**src/rtl/mem_arb_pkg.sv**
```systemverilog
// Shared definitions for the two-port (I/D cache) memory arbiter.
package mem_arb_pkg;

  typedef enum logic [1:0] {
    IDLE    = 2'b00,
    GRANT_I = 2'b01,
    GRANT_D = 2'b10
  } arb_state_e;

  localparam logic GNT_I = 1'b0;
  localparam logic GNT_D = 1'b1;

  localparam int ADDR_W = 28;
  localparam int DATA_W = 128;

endpackage

```
**src/rtl/mem_arb_pick.sv**
```systemverilog
// Combinational 2-way round-robin picker: ties go to the side not granted last.
module mem_arb_pick
  import mem_arb_pkg::*;
(
  input  logic req_I,
  input  logic req_D,
  input  logic last_grant,
  output logic gnt_valid,
  output logic gnt_id
);

  always_comb begin
    gnt_valid = req_I | req_D;
    if (req_I && req_D)
      gnt_id = ~last_grant;
    else if (req_D)
      gnt_id = GNT_D;
    else
      gnt_id = GNT_I;
  end

endmodule

```
**src/rtl/mem_arbiter.sv**
```systemverilog
// Shares one block memory port between I-cache and D-cache; one atomic
// transaction at a time with a guaranteed idle command cycle between them.
module mem_arbiter #(
  parameter int ADDR_W = mem_arb_pkg::ADDR_W,
  parameter int DATA_W = mem_arb_pkg::DATA_W
) (
  input  logic              clk,
  input  logic              rst_n,
  input  logic              mem_read_I,
  input  logic              mem_write_I,
  input  logic [ADDR_W-1:0] mem_addr_I,
  input  logic [DATA_W-1:0] mem_wdata_I,
  output logic [DATA_W-1:0] mem_rdata_I,
  output logic              mem_ready_I,
  input  logic              mem_read_D,
  input  logic              mem_write_D,
  input  logic [ADDR_W-1:0] mem_addr_D,
  input  logic [DATA_W-1:0] mem_wdata_D,
  output logic [DATA_W-1:0] mem_rdata_D,
  output logic              mem_ready_D,
  output logic              mem_read,
  output logic              mem_write,
  output logic [ADDR_W-1:0] mem_addr,
  output logic [DATA_W-1:0] mem_wdata,
  input  logic [DATA_W-1:0] mem_rdata,
  input  logic              mem_ready
);
  import mem_arb_pkg::*;

  arb_state_e        state;
  logic              last_grant;
  logic              req_I, req_D;
  logic              gnt_valid, gnt_id;
  logic              sel_rd, sel_wr;
  logic [ADDR_W-1:0] sel_addr;
  logic [DATA_W-1:0] sel_wdata;

  assign req_I = mem_read_I | mem_write_I;
  assign req_D = mem_read_D | mem_write_D;

  mem_arb_pick u_pick (
    .req_I      (req_I),
    .req_D      (req_D),
    .last_grant (last_grant),
    .gnt_valid  (gnt_valid),
    .gnt_id     (gnt_id)
  );

  always_comb begin
    if (gnt_id == GNT_D) begin
      sel_rd    = mem_read_D;
      sel_wr    = mem_write_D;
      sel_addr  = mem_addr_D;
      sel_wdata = mem_wdata_D;
    end else begin
      sel_rd    = mem_read_I;
      sel_wr    = mem_write_I;
      sel_addr  = mem_addr_I;
      sel_wdata = mem_wdata_I;
    end
  end

  // Command is captured once on grant and frozen until memory completes.
  always_ff @(posedge clk or negedge rst_n) begin
    if (!rst_n) begin
      state      <= IDLE;
      last_grant <= GNT_I;
      mem_read   <= 1'b0;
      mem_write  <= 1'b0;
      mem_addr   <= '0;
      mem_wdata  <= '0;
    end else begin
      case (state)
        IDLE: begin
          if (gnt_valid) begin
            state      <= (gnt_id == GNT_D) ? GRANT_D : GRANT_I;
            last_grant <= gnt_id;
            mem_write  <= sel_wr;
            mem_read   <= sel_rd & ~sel_wr;  // illegal rd+wr: write wins
            mem_addr   <= sel_addr;
            mem_wdata  <= sel_wdata;
          end
        end
        GRANT_I, GRANT_D: begin
          if (mem_ready) begin
            state     <= IDLE;
            mem_read  <= 1'b0;
            mem_write <= 1'b0;
          end
        end
        default: begin
          state     <= IDLE;
          mem_read  <= 1'b0;
          mem_write <= 1'b0;
        end
      endcase
    end
  end

  // Ready is forwarded same-cycle to the owner only; a stray ready in IDLE dies here.
  assign mem_ready_I = (state == GRANT_I) & mem_ready;
  assign mem_ready_D = (state == GRANT_D) & mem_ready;
  assign mem_rdata_I = mem_rdata;
  assign mem_rdata_D = mem_rdata;

endmodule

```
**config.mk**
```make
export PLATFORM = sky130hd
export DESIGN_NAME = mem_arbiter
export DESIGN_NICKNAME = d
export VERILOG_FILES = /design/src/rtl/mem_arb_pkg.sv /design/src/rtl/mem_arb_pick.sv /design/src/rtl/mem_arbiter.sv
export SDC_FILE = /design/constraint.sdc
export NUM_CORES = 1
export LEC_CHECK = 0
export CORE_AREA = 5 5 333 335
export DETAILED_ROUTE_END_ITERATION = 6
export DIE_AREA = 0 0 338 340
export GPL_TIMING_DRIVEN = 0
export SYNTH_ARGS = -nofsm -noshare
export SYNTH_HDL_FRONTEND = slang
export SYNTH_SLANG_ARGS = --single-unit
export TNS_END_PERCENT = 5
```
**constraint.sdc**
```tcl
create_clock -name clk -period 1.5 [get_ports clk]
set_input_delay 0.15 -clock clk [delete_from_list [all_inputs] [get_ports clk]]
set_output_delay 0.15 -clock clk [all_outputs]
set_load 0.01 [all_outputs]
```
==> results of run 1 <==
## sequential cells by signal, indices dropped and copies added (netlist names)
signal      flops
state           2
last_grant      1
mem_read        1
mem_wdata     128
mem_write       1
mem_addr       28
## kinds of logic (layout without fill, tap and decap cells)
| family | after synthesis | count (layout) | share of synthesized area (%) |
|---|---|---|---|
| flops | 161 | 161 | 42.6 |
| simple gates | 483 | 483 | 19.7 |
| compound gates | 169 | 169 | 11.2 |
| buf+inv | 330 | 1110 | 26.2 |
| fa+ha+maj | 3 | 3 | 0.397 |
| other cells | 0 | 8 | 0 |
## routing by layer
layer,GRT usage (%),vias up
li1,-,5043
met1,13.0,5162
met2,19.1,568
met3,3.93,61
met4,3.12,6
met5,0,-
## Yosys cell counts (all sizes together)
master,number
dfrtp,161
nand2,316
clkbuf,13
a22o,2
o31ai,2
buf,314
inv,3
a31oi,156
nor3b,1
nor2,156
nand2b,2
a21oi,3
nor4,1
and3,1
nor2b,2
or2,1
o22ai,2
o21ai,3
and2,3
ha,3
a21boi,1
## cell usage in the layout (no fill, tap or decap), types with 3 or more instances in the layout
cell type	synthesis	layout
clkdlybuf4s50_1	0	573
nand2_1	316	315
buf_4	258	272
dfrtp_1	161	159
dlygate4sd2_1	0	153
nor2_1	156	150
a31oi_1	156	149
buf_6	32	21
clkbuf_16	0	19
buf_12	0	13
buf_8	0	10
buf_2	24	10
diode_2	0	8
buf_16	0	7
a31oi_2	0	7
nor2_2	0	5
clkbuf_2	0	5
clkinvlp_4	0	5
clkbuf_4	0	4
and2_1	3	3
a21oi_1	3	3
## worst paths after layout
kind	startpoint	endpoint	slack (ns)	depth (start not counted)
min reg2reg	mem_wdata[64]$_DFFE_PN0P_	mem_wdata[64]$_DFFE_PN0P_	0.54	2
max in group asynchronous	rst_n	mem_wdata[9]$_DFFE_PN0P_	0.21	3
max	state[0]$_DFFE_PN0P_	mem_wdata[23]$_DFFE_PN0P_	-0.16	8
max reg2reg	state[0]$_DFFE_PN0P_	mem_wdata[23]$_DFFE_PN0P_	-0.16	8
min	mem_addr_I[20]	mem_addr[20]$_DFFE_PN0P_	0.21	3
min in group asynchronous	rst_n	mem_wdata[80]$_DFFE_PN0P_	0.25	2
## final cells by class
| type | count | area (µm²) |
|---|---|---|
| Tap cell | 1414 | 1770 |
| Antenna cell | 8 | 20.0 |
| Clock inverter | 12 | 125 |
| Buffer | 327 | 2770 |
| Sequential cell | 161 | 4030 |
| Fill cell | 12100 | 88200 |
| Multi-Input combinational cell | 655 | 3040 |
| Clock buffer | 20 | 447 |
| Inverter | 3 | 11.3 |
| Timing Repair Buffer | 748 | 7400 |
## repair_timing
action	CTS	global route
pin swaps	1	0
setup buffers	6	1
endpoints found under the setup margin	321	164
endpoints found under the hold margin	74	0
hold buffers	1	0
gates resized for setup	277	31
cloned	5	0
## where the power goes
group | switching, µW | internal (µW) | leakage (µW)
clock network | 2430 | 2370 | 0.000263
registers | 1320 | 6630 | 0.00183
logic | 9580 | 8300 | 0.00613
## worst max-delay path: stages (launching register included)
cell and delay, ns:
dfrtp_1 0.43, inv_2 0.10, ha_4 0.13, nor2b_4 0.15, buf_12 0.17, buf_16 0.17
buf_8 0.17, nor2_1 0.05, a31oi_1 0.15
## metrics by stage
stage / total power, µW / hold slack [ns] / cell area, µm² / setup TNS, ns / setup slack, ns
2_1_floorplan: 15600 / -0.146 / 9460 / -0.400 / -0.0100
3_3_place_gp: 25800 / 0.511 / 18600 / -1392.60 / -7.86
3_5_place_dp: 26000 / 0.207 / 18600 / -140.52 / -1.24
4_1_cts: 31200 / 0.128 / 19500 / -23.03 / -0.218
5_1_grt: 32900 / 0.160 / 19600 / -30.83 / -0.245
6_report: 30600 / 0.207 / 19600 / -18.50 / -0.157
==> run_results.csv, run 1 <==
group,metric,value,unit
outcome,status,"finished, violations left",
outcome,violations,"negative setup slack",
placed_design,numPortBuffers,734,
drt,wirelength,67500,µm
clock_tree,tritoncts,"yes",
setup_path,critPathRequiredTime,1.90,ns
floorplan,initial_core_util,8.78,%
synthesis,synthesis.area,9460,µm²
sta,postLayoutSetupSlackWorst,-0.157,ns
synthesis,syn_nets,1596,
clock_tree,cts_made_buffers,17,
drt,top_layer,"met5",
setup_path,crit_arrival,2.05,ns
grt,grt_antenna_before_repair,18,
drt,drt-met1-wl,27500,µm
power_and_ir_drop,leakagePower,0.00822,µW
drt,wl_met3,5570,µm
drt,routedWlPerCell,20.1,µm
sta,skew,0.0247,ns
drt,via_per_inst,3.24,
grt,grt_pass1_wl,88600,µm
synthesis,ys_ff_latch,161,
setup_path,critPathMaxFanout,10,
floorplan,die_w,338,µm
finish,drive_above_1_share,20.7,%
power_and_ir_drop,ir_drop,0.925,mV
sta,timing.final.crit_share,110,%
setup_path,critPathKind,"flop to flop",
floorplan,io_pins,863,
grt,grt_pass1_vias,11200,
grt,grt_max_degree,88,
drt,antenna_left,0,
sta,max_freq,0.604,GHz
synthesis,yosys_warnings,0,
finish,num-nets-final,2363,
floorplan,rows,121,
sta,period_minus_slack,1.66,ns
setup_path,end_kind,"flop",
drt,drt_iter0_markers,410,
sta,finalMaxSlewViolations,0,
drt,dr.pass1.iters,4,
finish,fin_util,18.2,%
synthesis,synthDistinctLibCells,25,
clock_tree,htreeDepth,4,
clock_tree,root_buffer,"clkbuf_16",
synthesis,synthTopCellsByArea,"dfrtp_1 (43%), buf_4 (20%), nand2_1 (13%)",
synthesis,synth_top_area_share,42.6,%
sta,slew_headroom,50.7,%
drt,route.detailed.drc,0,
sta,grt_setup_unrepaired,"true",
sta,timing_hold_violations_final,0,
setup_path,critPathLaunchType,"flop",
synthesis,syn_avg_cell_area,8.26,µm²
synthesis,yosysSeqAreaShare,42.6,%
placed_design,gp_congestion,0.835,
clock_tree,clk_path_buf_depth,2,
grt,grt-ovfl-total,0,
flow_run,drv_cap,0,
finish,area_delta_synth_final,107,%
floorplan,die_h,340,µm
clock_tree,clk_pin_slew,0.09,ns
sta,tightest_slew,0.739,ns
floorplan,coreArea,108000,µm²
clock_tree,clock_sinks,161,
min_path,hold_class,"input port to flop",
clock_tree,clock_latency,0.49,ns
finish,final_cells,3348,
placed_design,place_inst,3296,
drt,vias,10800,
sta,setup_violations,159,
floorplan,die_area,115000,µm²
placed_design,dp_hpwl,55900,µm
synthesis,yosysTopAreaCell,"dfrtp_1",
synthesis,syn_inst,1146,
drt,wl_met2,33100,µm
grt,grtUsageTotal,11.1,%
power_and_ir_drop,power_density,1560,nW/µm²
(Power assumes the default switching activity.)
==> inputs of run 2 (changes only) <==
--- a/config.mk
+++ b/config.mk
@@ -9,6 +9,7 @@
 export DETAILED_ROUTE_END_ITERATION = 6
 export DIE_AREA = 0 0 338 340
 export GPL_TIMING_DRIVEN = 0
+export SLEW_MARGIN = 20
 export SYNTH_ARGS = -nofsm -noshare
 export SYNTH_HDL_FRONTEND = slang
 export SYNTH_SLANG_ARGS = --single-unit
==> run_results.csv, run 2 (synthesis results as in run 1) <==
group,metric,value,unit
power_and_ir_drop,ir_drop,0.900,mV
placed_design,placed_area,18600,µm²
sta,postLayoutSetupSlackWorst,-0.215,ns
placed_design,numPortBuffers,734,
floorplan,initial_core_util,8.78,%
power_and_ir_drop,switching_share,43.3,%
finish,fin_area,19800,µm²
floorplan,io_pins,863,
setup_path,crit_arrival,2.14,ns
power_and_ir_drop,internal_power,17500,µW
drt,wirelength,67800,µm
placed_design,dp_hpwl,55800,µm
clock_tree,clock_sinks,161,
drt,drt_iter0_markers,483,
outcome,violations,"negative setup slack",
drt,route.detailed.drc,0,
grt,grt_pass1_vias,11200,
finish,drive_above_1_share,21.0,%
drt,vias,10800,
min_path,hold_class,"input port to flop",
drt,routedWlPerCell,20.2,µm
setup_path,critPathRequiredTime,1.92,ns
drt,via_per_inst,3.21,
finish,area_delta_synth_final,109,%
sta,grt_setup_unrepaired,"true",
drt,antenna_left,0,
sta,tightest_slew,0.549,ns
clock_tree,clock_latency,0.49,ns
sta,slew_headroom,63.4,%
clock_tree,cts_made_buffers,17,
finish,reg_top3,"mem_wdata x128, mem_addr x28, state x2",
power_and_ir_drop,clkPwrFrac,15.5,%
finish,max_flop_register,"mem_wdata",
power_and_ir_drop,seq_power_share,25.6,%
finish,largest_register_ffs,128,
grt,grt_max_degree,81,
power_and_ir_drop,power_density,1570,nW/µm²
flow_run,drv_cap,0,
floorplan,rows,121,
clock_tree,clk_path_buf_depth,2,
sta,timing.final.crit_share,114,%
floorplan,coreArea,108000,µm²
power_and_ir_drop,switching_power,13400,µW
sta,skew,0.0163,ns
setup_path,critPathLaunchType,"flop",
sta,finalMaxSlewViolations,0,
setup_path,cp-startpoint,"state[0]$_DFFE_PN0P_",
sta,max_freq,0.583,GHz
setup_path,critPathKind,"flop to flop",
finish,num-nets-final,2370,
sta,timing_hold_violations_final,0,
clock_tree,tritoncts,"yes",
outcome,status,"finished, violations left",
floorplan,die_w,338,µm
finish,final_cells,3350,
floorplan,die_h,340,µm
finish,layout_common_cells,"clkdlybuf4s50_1 (573), nand2_1 (314), buf_4 (275)",
clock_tree,root_buffer,"clkbuf_16",
power_and_ir_drop,leakagePower,0.00831,µW
grt,grtUsageTotal,11.1,%
setup_path,end_kind,"flop",
setup_path,critPathMaxFanout,7,
grt,grt_antenna_before_repair,13,
placed_design,place_inst,3296,
finish,nFillCells,12100,
sta,period_minus_slack,1.72,ns
min_path,hold_path_startpoint,"mem_addr_I[5]",
grt,grt_pass1_wl,88200,µm
setup_path,reg2reg_slack,-0.22,ns
setup_path,regToRegStartpoint,"state[0]$_DFFE_PN0P_",
drt,dr.pass1.iters,5,
sta,setup_tns,-21.06,ns
clock_tree,htreeDepth,4,
floorplan,die_area,115000,µm²
clock_tree,clk_pin_slew,0.08,ns
finish,final_common_cell,"clkdlybuf4s50_1",
placed_design,gp_congestion,0.835,
power_and_ir_drop,pwr-share-comb,59.0,%
grt,grt-ovfl-total,0,
sta,setup_violations,159,
run 2: power by group through the flow:
stage                     logic (µW)  clock network (µW)  registers [µW]
after floorplan                 6740                   0            8860
after global placement         17800                   0            8000
after detailed placement       17900                   0            8080
after CTS                      18500                5090            7920
after global routing           19800                5180            8160
final                          18200                4780            7910
run 2: area by class of cell:
type	count	area, µm²	area share, %
Multi-Input combinational cell	655	3060	15.5
Buffer	327	2810	14.2
Antenna cell	3	7.51	0.0380
Timing Repair Buffer	755	7490	37.9
Inverter	3	11.3	0.0570
Clock buffer	20	447	2.26
Sequential cell	161	4030	20.4
Clock inverter	12	125	0.633
Tap cell	1414	1770	8.96
run 2: what timing repair did:
action / CTS / global route
gates cloned: 4 / 1
endpoints found under the setup margin: 321 / 169
hold endpoints to repair: 161 / 0
setup buffers: 11 / 1
pin swaps: 4 / 2
hold buffers: 3 / 0
resized for setup: 288 / 22
run 2: final timing paths:
kind / end / cells after the start
max: mem_addr[4]$_DFFE_PN0P_ / 9
min: mem_addr[5]$_DFFE_PN0P_ / 3
max reg2reg: mem_addr[4]$_DFFE_PN0P_ / 9
min reg2reg: mem_wdata[118]$_DFFE_PN0P_ / 2
max in group asynchronous: mem_wdata[9]$_DFFE_PN0P_ / 4
min in group asynchronous: mem_wdata[74]$_DFFE_PN0P_ / 3
run 2: metal layers:
layer | part of all wire [%] | GRT usage (%)
met2 | 49 | 19.3
met4 | 2.1 | 2.89
met5 | 0.040 | 0
met1 | 40 | 13.0
met3 | 8.7 | 3.69
run 2: per-stage QoR:
stage | setup WS [ns] | power (µW) | hold WS (ns) | util (%)
floorplan | -0.0100 | 15600 | -0.146 | -
global placement | -7.86 | 25800 | 0.511 | 17.2
detailed placement | -1.25 | 26000 | -0.0331 | 17.3
CTS | -0.258 | 31500 | 0.137 | 18.2
global route | -0.309 | 33100 | 0.169 | 18.3
finish | -0.215 | 30900 | 0.210 | 18.3
run 2: worst max-delay path, cell delays in order (launching register included):
cell	delay (ns)
dfrtp_1	0.42
inv_2	0.09
ha_4	0.17
nor2b_4	0.13
buf_12	0.17
buf_16	0.14
buf_12	0.14
buf_12	0.14
buf_4	0.13
a31oi_1	0.11
